## config.mk

```make
export PLATFORM = sky130hd
export DESIGN_NAME = call_scheduler_flat
export DESIGN_NICKNAME = d
export VERILOG_FILES = /design/src/rtl/elevator_pkg.sv /design/src/rtl/call_scheduler_if.sv /design/src/rtl/call_reg.sv /design/src/rtl/call_scheduler.sv /design/src/flat_wrapper.sv
export SDC_FILE = /design/constraint.sdc
export NUM_CORES = 1
export LEC_CHECK = 0
export ABC_AREA = 1
export BUFFER_PORTS_ARGS = -buffer_cell sky130_fd_sc_hd__buf_2
export CAP_MARGIN = 40
export CORE_AREA = 2 2 65 67
export CTS_CLUSTER_DIAMETER = 60
export CTS_CLUSTER_SIZE = 12
export DETAILED_ROUTE_END_ITERATION = 7
export DIE_AREA = 0 0 67 69
export HOLD_SLACK_MARGIN = 0.08
export PLACE_DENSITY_LB_ADDON = 0.25
export SETUP_SLACK_MARGIN = 0.1
export SYNTH_ARGS = -nofsm -noshare
export SYNTH_HDL_FRONTEND = slang
export SYNTH_SLANG_ARGS = --single-unit
```

## constraint.sdc

```tcl
create_clock -name clk -period 1.6 [get_ports clk]
set_input_delay 0 -clock clk [delete_from_list [all_inputs] [get_ports clk]]
set_output_delay 0 -clock clk [all_outputs]
set_load 0.01 [all_outputs]
```

## src/rtl/elevator_pkg.sv

```systemverilog
// Shared elevator definitions: floor geometry, direction codes, scheduler
// state encoding and floor-mask helpers.
package elevator_pkg;

    localparam int NUM_FLOORS = 8;
    localparam int FLOOR_W    = 3;

    localparam logic [1:0] DIR_IDLE = 2'd0;
    localparam logic [1:0] DIR_UP   = 2'd1;
    localparam logic [1:0] DIR_DOWN = 2'd2;

    // State codes equal the direction codes, so the state register drives direct.
    typedef enum logic [1:0] {
        ST_IDLE = 2'd0,
        ST_UP   = 2'd1,
        ST_DOWN = 2'd2
    } sched_state_t;

    typedef logic [NUM_FLOORS-1:0] floor_mask_t;

    // The top floor has no up button and the ground floor has no down button.
    localparam floor_mask_t HALL_UP_VALID = {1'b0, {(NUM_FLOORS-1){1'b1}}};
    localparam floor_mask_t HALL_DN_VALID = {{(NUM_FLOORS-1){1'b1}}, 1'b0};

    function automatic floor_mask_t above_mask(input logic [FLOOR_W-1:0] f);
        floor_mask_t m;
        m = '0;
        for (int i = 0; i < NUM_FLOORS; i++) m[i] = (i > int'(f));
        return m;
    endfunction

    function automatic floor_mask_t below_mask(input logic [FLOOR_W-1:0] f);
        floor_mask_t m;
        m = '0;
        for (int i = 0; i < NUM_FLOORS; i++) m[i] = (i < int'(f));
        return m;
    endfunction

endpackage

```

## src/rtl/call_scheduler_if.sv

```systemverilog
// Scheduler bus: call inputs and car position from the panel/motion side,
// pending-call lamps, direction and stop/park indications back.
interface call_scheduler_if;
    import elevator_pkg::*;

    floor_mask_t          car_btn;
    floor_mask_t          hall_up;
    floor_mask_t          hall_dn;
    logic [FLOOR_W-1:0]   car_floor;
    logic                 arrive;

    floor_mask_t          floor_req;
    floor_mask_t          car_lamp;
    floor_mask_t          up_lamp;
    floor_mask_t          dn_lamp;
    logic [1:0]           direct;
    logic                 stop_here;
    logic                 park_req;

    modport master (
        output car_btn, hall_up, hall_dn, car_floor, arrive,
        input  floor_req, car_lamp, up_lamp, dn_lamp, direct, stop_here, park_req
    );

    modport slave (
        input  car_btn, hall_up, hall_dn, car_floor, arrive,
        output floor_req, car_lamp, up_lamp, dn_lamp, direct, stop_here, park_req
    );

endinterface

```

## src/rtl/call_reg.sv

```systemverilog
// Per-floor pending-call register: pulses set bits, clears win over sets.
module call_reg
    import elevator_pkg::*;
(
    input  logic        clk,
    input  logic        reset,
    input  floor_mask_t set_mask,
    input  floor_mask_t clr_mask,
    output floor_mask_t q
);

    // NOTE: sequential state uses non-blocking assignment so every register samples pre-edge values.
    always_ff @(posedge clk or negedge reset) begin
        if (!reset) q <= '0;
        else        q <= (q | set_mask) & ~clr_mask;
    end

endmodule

```

## src/rtl/call_scheduler.sv

```systemverilog
// Elevator call scheduler: latches calls, picks a service direction,
// flags stops at the current floor and parks an idle car at floor 0.
module call_scheduler
    import elevator_pkg::*;
#(
    parameter int PARK_CYCLES = 30
) (
    input  logic            clk,
    input  logic            reset,
    call_scheduler_if.slave bus
);

    localparam int CNT_W = (PARK_CYCLES > 1) ? $clog2(PARK_CYCLES) : 1;
    localparam logic [CNT_W-1:0] CNT_LAST = CNT_W'((PARK_CYCLES > 0) ? PARK_CYCLES - 1 : 0);

    sched_state_t      state, state_nxt;
    floor_mask_t       car_q, up_q, dn_q, pending, cur_bit;
    floor_mask_t       car_set, up_set, dn_set;
    floor_mask_t       car_clr, up_clr, dn_clr;
    logic              above, below, ahead;
    logic              idle_qual, park_hit, park_q;
    logic [CNT_W-1:0]  idle_cnt;

    assign pending = car_q | up_q | dn_q;
    assign cur_bit = floor_mask_t'(1) << bus.car_floor;
    assign above   = |(pending & above_mask(bus.car_floor));
    assign below   = |(pending & below_mask(bus.car_floor));

    assign car_set = bus.car_btn | floor_mask_t'(park_hit);
    assign up_set  = bus.hall_up & HALL_UP_VALID;
    assign dn_set  = bus.hall_dn & HALL_DN_VALID;

    // Hall bits for the opposite direction are only kept while there is work beyond.
    // NOTE: every always_comb output gets a default first so no path infers a latch.
    always_comb begin
        car_clr = '0;
        up_clr  = '0;
        dn_clr  = '0;
        if (bus.arrive) begin
            car_clr = cur_bit;
            case (state)
                ST_UP: begin
                    up_clr = cur_bit;
                    if (!above) dn_clr = cur_bit;
                end
                ST_DOWN: begin
                    dn_clr = cur_bit;
                    if (!below) up_clr = cur_bit;
                end
                default: begin
                    up_clr = cur_bit;
                    dn_clr = cur_bit;
                end
            endcase
        end
    end

    call_reg u_car_reg (.clk(clk), .reset(reset), .set_mask(car_set), .clr_mask(car_clr), .q(car_q));
    call_reg u_up_reg  (.clk(clk), .reset(reset), .set_mask(up_set),  .clr_mask(up_clr),  .q(up_q));
    call_reg u_dn_reg  (.clk(clk), .reset(reset), .set_mask(dn_set),  .clr_mask(dn_clr),  .q(dn_q));

    always_comb begin
        state_nxt = ST_IDLE;
        case (state)
            ST_UP:   state_nxt = above ? ST_UP   : (below ? ST_DOWN : ST_IDLE);
            ST_DOWN: state_nxt = below ? ST_DOWN : (above ? ST_UP   : ST_IDLE);
            default: state_nxt = above ? ST_UP   : (below ? ST_DOWN : ST_IDLE);
        endcase
    end

    always_ff @(posedge clk or negedge reset) begin
        if (!reset) state <= ST_IDLE;
        else        state <= state_nxt;
    end

    assign idle_qual = (state == ST_IDLE) && (pending == '0) && (bus.car_floor != '0);
    assign park_hit  = (PARK_CYCLES > 0) && idle_qual && (idle_cnt == CNT_LAST);

    always_ff @(posedge clk or negedge reset) begin
        if (!reset) begin
            idle_cnt <= '0;
            park_q   <= 1'b0;
        end else begin
            park_q <= park_hit;
            if (!idle_qual || park_hit || PARK_CYCLES == 0) idle_cnt <= '0;
            else                                            idle_cnt <= idle_cnt + CNT_W'(1);
        end
    end

    always_comb begin
        ahead = 1'b0;
        case (state)
            ST_UP:   ahead = above;
            ST_DOWN: ahead = below;
            default: ahead = 1'b0;
        endcase
    end

    assign bus.stop_here = car_q[bus.car_floor]
                         | ((state == ST_UP)   && up_q[bus.car_floor])
                         | ((state == ST_DOWN) && dn_q[bus.car_floor])
                         | (((state == ST_IDLE) || !ahead) && pending[bus.car_floor]);

    assign bus.floor_req = pending;
    assign bus.car_lamp  = car_q;
    assign bus.up_lamp   = up_q;
    assign bus.dn_lamp   = dn_q;
    assign bus.direct    = state;
    assign bus.park_req  = park_q;

endmodule
```

## src/flat_wrapper.sv

```systemverilog
// flat-port wrapper written by rule: the top's interface ports become plain ports
module call_scheduler_flat import elevator_pkg::*;
#(
    parameter int PARK_CYCLES = 30
)
  (clk, reset, bus_car_btn, bus_hall_up, bus_hall_dn, bus_car_floor, bus_arrive, bus_floor_req, bus_car_lamp, bus_up_lamp, bus_dn_lamp, bus_direct, bus_stop_here, bus_park_req);
  call_scheduler_if bus_i ();
  input  logic clk;
  input  logic reset;
  input wire logic [$bits(bus_i.car_btn)-1:0] bus_car_btn;
  input wire logic [$bits(bus_i.hall_up)-1:0] bus_hall_up;
  input wire logic [$bits(bus_i.hall_dn)-1:0] bus_hall_dn;
  input wire logic [$bits(bus_i.car_floor)-1:0] bus_car_floor;
  input wire logic [$bits(bus_i.arrive)-1:0] bus_arrive;
  output wire logic [$bits(bus_i.floor_req)-1:0] bus_floor_req;
  output wire logic [$bits(bus_i.car_lamp)-1:0] bus_car_lamp;
  output wire logic [$bits(bus_i.up_lamp)-1:0] bus_up_lamp;
  output wire logic [$bits(bus_i.dn_lamp)-1:0] bus_dn_lamp;
  output wire logic [$bits(bus_i.direct)-1:0] bus_direct;
  output wire logic [$bits(bus_i.stop_here)-1:0] bus_stop_here;
  output wire logic [$bits(bus_i.park_req)-1:0] bus_park_req;
  assign bus_i.car_btn = bus_car_btn;
  assign bus_i.hall_up = bus_hall_up;
  assign bus_i.hall_dn = bus_hall_dn;
  assign bus_i.car_floor = bus_car_floor;
  assign bus_i.arrive = bus_arrive;
  assign bus_floor_req = bus_i.floor_req;
  assign bus_car_lamp = bus_i.car_lamp;
  assign bus_up_lamp = bus_i.up_lamp;
  assign bus_dn_lamp = bus_i.dn_lamp;
  assign bus_direct = bus_i.direct;
  assign bus_stop_here = bus_i.stop_here;
  assign bus_park_req = bus_i.park_req;
  call_scheduler #(.PARK_CYCLES(PARK_CYCLES)) u_core (.clk(clk), .reset(reset), .bus(bus_i));
endmodule
```

==> summary.md, run 1 <==
| Metric | Value |
|---|---|
| GRT Total Usage | `about a quarter` |
| Maximum vdd drop | `0.000471 V` |
| Top library cells by usage in the layout, fill and taps aside | `sky130_fd_sc_hd__buf_2, sky130_fd_sc_hd__nand2_1, sky130_fd_sc_hd__nor2_1, sky130_fd_sc_hd__dfrtp_1` |
| Die X-Extent | `67 um` |
| Yosys reg bits | `32` |
| Max_cap viols | `0` |
| Via/cell ratio | `5.05` |
| Dpl cells | `373` |
| Core area | `3910 sq um` |
| Final period utilization | `111%` |
| Post-DP HPWL | `approximately 3.8 mm` |
| Post-layout nets | `416` |
| Number of global-route vias before repair | `1961` |
| Tmin final | `roughly 1.8 ns` |
| Drt wl/cell | `between 10 and 15 um` |
| First-pass detailed-route iteration total | `4` |
| FF+latch area | `around 800 sq um` |
| Yosys cell types | `22` |
| Site row count | `23` |
| Clock skew after layout | `roughly 0.0046 ns` |
| Setup repair after global routing missed its margin | `yes` |
| Outcome | `finished, violations left` |
| Number of slew-limit violations in the final report | `0` |
| Number of sinks handled by clock tree synthesis | `32` |
| Series of cell instances along the critical path | `nor2_2, nand2_2, nand2_1, nand2_1, nor2_2, nand2_2, nand2_4, nand2_2, nand2_1, nand2_1, nand2_1, buf_2` |
| Final GP Congestion | `roughly 0.94` |
| CP max-delay cell | `sky130_fd_sc_hd__dfrtp_1` |
| Worst-case clock buffer depth | `2` |
| Root buf cell | `sky130_fd_sc_hd__clkbuf_8` |
| Wirelength, routed | `~6 mm` |
| Kind of end point of the critical path | `output pin` |
| TritonCTS Buffers | `5` |
| Maximum fanout along the worst path | `5` |
| Failing checks | `negative setup slack` |
| Overflow after GRT | `0` |
| Post-route DRC | `0` |
| Instance area at placement | `2240 sq um` |
| Number of diodes | `0` |
| Area added between synthesis and finish | `58.6%` |
| Post-Layout Cell Count | `roughly 430` |
| Share of post-route cells with drive strength above 1 | `between 30 and 40%` |
| Fmax | `~0.56 GHz` |
| TritonCTS clock tree | `yes` |
| Final worst slack | `-0.181 ns` |
| Initial antenna violation count | `0` |
| Initial Util | `a little under half` |
| Synthesis warning total | `0` |
| Via count | `around 2200` |
| Leak pwr | `around 1.5 nW` |
| Wire length of the first global-routing pass | `~9 mm` |
| Netlist Area Pre-Place | `about 1800 sq um` |
| Filler Cells Inserted | `around 300` |
| Syn nets | `between 200 and 300` |
| Transition time at the pin with the least slew margin | `0.726 ns` |
| Count of port buffers added during placement | `63` |
| Element type at the critical path start | `flop` |
| Cells after synthesis | `approximately 260` |
| Tightest slew margin relative to the limit | `between 50 and 60%` |
| Number of DRC markers after the initial detailed-route iteration | `between 150 and 200` |
| Number of hold-slack violations in the final timing report | `0` |
| Top area cells in the synthesized netlist | `sky130_fd_sc_hd__dfrtp_1, sky130_fd_sc_hd__nand2_1, sky130_fd_sc_hd__nor2_1` |
| Power density of the placed cells | `approximately 630 nW/um^2` |
| Part of the Yosys area used for sequential elements | `a little over two fifths` |
| Max incr delay on CP | `0.39 ns` |
| CP Data Arrival Time | `approximately 1.8 ns` |
| Clock H-tree levels | `2` |
| Finished layout cell area | `slightly below 3000 sq um` |
| Multi-input gate area | `1030 sq um` |
| Vertical extent of the die | `around 69 um` |
| Worst EP required | `1.60 ns` |
| Library cell occupying the most area in the post-synthesis netlist | `sky130_fd_sc_hd__dfrtp_1` |
| Worst-skew pair later-pin latency | `about 0.28 ns` |
| Most common library cell in the layout ignoring fill and taps | `sky130_fd_sc_hd__buf_2` |
| Setup-failing EPs final | `1` |
| Clock transition at the register clock pins on the worst setup and hold paths after CTS | `about 0.06 ns` |
| Area share of the largest cell type after synthesis | `between 40% and 50%` |
| I/O pins | `66` |
| Critical Setup Path Class | `flop to output pin` |
| Most used cell along the critical path | `sky130_fd_sc_hd__nand2_1` |
| Remaining antenna violation count after routing | `0` |
| Hold Crit Class | `primary input to flop` |
| Synthesized area per cell | `about 7.1 sq um` |
| Die Footprint | `approximately 4600 sq um` |
| Maximum number of pins on one net before global-route repair | `33` |
## worst max-delay path, delay by kind of cell, from the launching register on
kind	cells	cell delay (ns)
flops	1	0.39
buf+inv	1	0.13
simple gates	11	0.97
## routing by layer
| metal | global-route usage, % | vias to the layer above | share of wire, % |
|---|---|---|---|
| met5 | 0 | - | 0 |
| met4 | 8.39 | 0 | 2.6 |
| met2 | 39.9 | 102 | 49 |
| met1 | 33.7 | 1012 | 41 |
| met3 | 5.71 | 15 | 7.5 |
| li1 | - | 1052 | - |
## cell type report
cell class                      count  area share [%]
Multi-Input combinational cell    193            35.4
Tap cell                           50            2.15
Clock buffer                        8            3.09
Inverter                           32            4.12
Timing Repair Buffer              117            27.8
Sequential cell                    32            27.5
## Yosys cell counts (all sizes together)
master,count
nand4,5
a21boi,1
ha,5
dfrtp,32
nand2,74
nand3b,1
o21ai,7
xnor2,1
a21oi,15
inv,32
o22ai,2
buf,2
xor2,2
o31ai,1
nor2,65
nand3,9
nor3,5
## stage by stage
stage / setup TNS [ns] / util [%] / setup slack [ns] / hold WS (ns) / power (mW)
after detailed placement: 0 / 57.1 / 0.0696 / 0.0850 / 1.11
after global routing: -0.297 / 74.5 / -0.225 / 0.223 / 1.92
after CTS: -0.0791 / 69.5 / -0.0791 / 0.160 / 1.82
after floorplan: 0 / - / 0.235 / -0.296 / 0.999
final: -0.181 / 74.5 / -0.181 / 0.209 / 1.83
after global placement: 0 / 57.1 / 0.0967 / 0.0757 / 1.11
## flip-flops by register name (all words and copies together), names as in the netlist
signal               count
u_core.bus.park_req      1
u_core.bus.direct        2
u_core.idle_cnt          5
u_core.u_dn_reg.q        8
u_core.u_car_reg.q       8
u_core.u_up_reg.q        8
## report_power, final
part / internal (mW) / switching, mW / leakage [nW]
sequential: 0.836 / 0.0221 / 0.334
clock: 0.350 / 0.286 / 0.0455
combinational: 0.155 / 0.178 / 1.09
total: 1.34 / 0.486 / 1.47
## path summary, 6_finish.rpt
kind                                       start  depth (start not counted)  slack, ns                    end
max                        u_core.u_car_reg.q[3]                         12      -0.18          bus_stop_here
min                             bus_car_floor[0]                          4       0.21   u_core.u_dn_reg.q[7]
max reg2reg                u_core.u_car_reg.q[3]                         10          0   u_core.u_dn_reg.q[4]
min reg2reg                   u_core.idle_cnt[0]                          1       0.50     u_core.idle_cnt[0]
max in group asynchronous                  reset                          2       0.86  u_core.u_car_reg.q[0]
min in group asynchronous                  reset                          2       0.30   u_core.u_up_reg.q[2]
## cells by family (layout without fill, tap and decap cells)
logic type / after synthesis / in the layout / share of synthesized area [%]
flops: 32 / 32 / 43.5
buf+inv: 34 / 157 / 7.41
fa+ha+maj: 5 / 5 / 3.40
simple gates: 159 / 159 / 36.7
compound gates: 26 / 26 / 7.48
xor+xnor: 3 / 3 / 1.43
## timing repair
action	in CTS	in global routing
hold endpoints to repair	54	0
resized for setup	13	31
hold buffers	25	0
pin swaps	7	15
endpoints found under the setup margin	6	23
setup buffers	14	12
Note: power is estimated with default switching activity, not from simulation.
==> run 2, diff against run 1 <==
TNS_END_PERCENT = 50   (was default)
==> summary.md, run 2 (same netlist as run 1, synthesis figures left out) <==
| Metric | Value |
|---|---|
| Overflow after GRT | `0` |
| Number of DRC markers after the initial detailed-route iteration | `about 150` |
| Setup slack at placement | `about 0.070 ns` |
| Internal power summed over all cells | `around 1.3 mW` |
| Vertical extent of the die | `about 69 um` |
| I/O pins | `66` |
| Family with the most delay on the worst path | `simple AND/OR/NAND/NOR gates` |
| Tightest slew margin relative to the limit | `52.7%` |
| Switching power share of the total | `about a quarter` |
| Wirelength, routed | `5.89 mm` |
| Combinational group share of total power | `a little under a fifth` |
| Post-Layout Cell Count | `between 400 and 500` |
| Worst-skew pair later-pin latency | `0.28 ns` |
| Worst-case clock buffer depth | `2` |
| Tmin final | `about 1.8 ns` |
| Crit. Startpoint | `u_core.u_car_reg.q[3]` |
| Maximum number of pins on one net before global-route repair | `33` |
| Sequential share of power | `47.0%` |
| Part of the total power dissipated in the clock network | `between 30% and 40%` |
| Remaining antenna violation count after routing | `0` |
| Die Footprint | `roughly 4600 sq um` |
| Final GP Congestion | `roughly 0.94` |
| Fmax | `0.565 GHz` |
| Beginning of the worst register-to-register path | `u_core.u_car_reg.q[3]` |
| Biggest registers after layout | `u_core.u_car_reg.q x8, u_core.u_dn_reg.q x8, u_core.u_up_reg.q x8` |
| Clock skew after layout | `0.00263 ns` |
| GRT Total Usage | `approximately 25%` |
| Number of global-route vias before repair | `roughly 2000` |
| Post-layout nets | `between 400 and 500` |
| Failing checks | `negative setup slack` |
| Maximum vdd drop | `0.000472 V` |
| CP max-delay cell | `sky130_fd_sc_hd__dfrtp_1` |
| Number of slew-limit violations in the final report | `0` |
| Root buf cell | `sky130_fd_sc_hd__clkbuf_8` |
| Hold Crit Class | `primary input to flop` |
| Outcome | `finished, violations left` |
| Final worst slack | `-0.169 ns` |
| TritonCTS clock tree | `yes` |
| Max incr delay on CP | `~0.4 ns` |
| CP Data Arrival Time | `1.77 ns` |
| Number of sinks handled by clock tree synthesis | `32` |
| Bufs and invs on worst path | `1` |
| Share of post-route cells with drive strength above 1 | `roughly 38%` |
| Wire length of the first global-routing pass | `~8.9 mm` |
| Net Switching | `between 400 and 500 uW` |
| Setup repair after global routing missed its margin | `yes` |
| Min-delay src | `bus_car_floor[0]` |
| Initial antenna violation count | `0` |
| Kind of end point of the critical path | `output pin` |
| Area added between synthesis and finish | `57.8%` |
| Series of cell instances along the critical path | `nor2_2, nand2_2, nand2_1, nand2_1, nor2_2, nand2_2, nand2_4, nand2_2, nand2_1, nand2_1, nand2_1, buf_2` |
| Die X-Extent | `about 67 um` |
| Post-route DRC | `0` |
| Number of hold-slack violations in the final timing report | `0` |
| Dpl cells | `373` |
| Post-Route Hold Slack | `between 0.2 and 0.25 ns` |
| Core area | `approximately 3900 sq um` |
| Post-DP HPWL | `approximately 3.8 mm` |
| Power density of the placed cells | `around 630 nW/um^2` |
| Drt wl/cell | `roughly 14 um` |
| Leak pwr | `roughly 1.5 nW` |
| Clock transition at the register clock pins on the worst setup and hold paths after CTS | `about 0.06 ns` |
| Setup-failing EPs final | `1` |
| Via/cell ratio | `approximately 5.0` |
| Element type at the critical path start | `flop` |
| Via count | `~2200` |
| Critical Setup Path Class | `flop to output pin` |
| Initial Util | `47.0%` |
| Clock H-tree levels | `2` |
| Most common library cell in the layout ignoring fill and taps | `sky130_fd_sc_hd__buf_2` |
| Count of port buffers added during placement | `63` |
| Max_cap viols | `0` |
| First-pass detailed-route iteration total | `4` |
| Transition time at the pin with the least slew margin | `around 0.70 ns` |
| Top library cells by usage in the layout, fill and taps aside | `sky130_fd_sc_hd__buf_2, sky130_fd_sc_hd__nand2_1, sky130_fd_sc_hd__nor2_1, sky130_fd_sc_hd__dfrtp_1, sky130_fd_sc_hd__buf_4` |
| Worst EP required | `between 1.5 and 2 ns` |
| TritonCTS Buffers | `5` |
| Site row count | `23` |
| Instance area at placement | `2240 sq um` |
| Final period utilization | `111%` |
| Maximum fanout along the worst path | `5` |
| Number of diodes | `0` |
| Finished layout cell area | `slightly below 3000 sq um` |
| Most used cell along the critical path | `sky130_fd_sc_hd__nand2_1` |
| Total power after layout | `~1.8 mW` |
[run 2: cell counts in the layout (fill, tap and decap cells not counted)]
No cell type changed its count.
[run 2: cell type report]
type / count / area (sq um)
clock buffers: 8 / 90.1
fillers: 297 / 1010
well taps: 50 / 62.6
multi-input cells: 193 / 1020
inverters: 32 / 120
flip-flops and latches: 32 / 801
repair buffers: 117 / 807
[run 2: worst register-to-register path, cell delays in order, from the launching register on]
cell	delay, ns
sky130_fd_sc_hd__dfrtp_1	0.39
sky130_fd_sc_hd__nor2_2	0.12
sky130_fd_sc_hd__nand2_2	0.12
sky130_fd_sc_hd__nand2_1	0.13
sky130_fd_sc_hd__nand2_1	0.07
sky130_fd_sc_hd__nor2_2	0.16
sky130_fd_sc_hd__nand2_2	0.10
sky130_fd_sc_hd__nand2_4	0.07
sky130_fd_sc_hd__buf_4	0.11
sky130_fd_sc_hd__buf_8	0.12
sky130_fd_sc_hd__a21oi_1	0.07
[run 2: through the flow]
stage / utilization, % / setup TNS (ns)
final: 74.1 / -0.169
after detailed placement: 57.1 / 0
after global placement: 57.1 / 0
after floorplan: - / 0
after CTS: 69.5 / -0.0791
after global routing: 74.1 / -0.291
[run 2: routing by layer]
layer	track usage [%]	vias up	routed length, um	share of wire [%]
met4	8.39	0	171	2.9
met1	33.7	999	2450	42
met3	5.71	19	450	7.6
li1	-	1055	-	-
met2	39.9	107	2820	48
met5	0	-	0	0
[run 2: final timing paths]
kind / slack, ns / cells after the start / endpoint
min in group asynchronous: 0.29 / 2 / u_core.u_up_reg.q[1]
worst min register to register: 0.50 / 1 / u_core.idle_cnt[0]
max in group asynchronous: 0.86 / 2 / u_core.u_car_reg.q[0]
worst min-delay path: 0.21 / 4 / u_core.u_dn_reg.q[7]
worst max register to register: 0.02 / 10 / u_core.u_dn_reg.q[6]
worst max-delay path: -0.17 / 12 / bus_stop_here
[run 2: repair_timing]
action	CTS	global route
pin swaps	7	15
endpoints found under the setup margin	6	23
resized for setup	13	27
buffers inserted	14	12
hold buffers	25	0
hold endpoints to repair	54	0
[run 2: power by group through the flow]
stage	registers, mW	logic, mW	clock network (mW)
3_3_place_gp	0.875	0.233	0
2_1_floorplan	0.886	0.113	0
5_1_grt	0.860	0.369	0.686
6_report	0.858	0.331	0.636
3_5_place_dp	0.876	0.235	0
4_1_cts	0.856	0.312	0.648
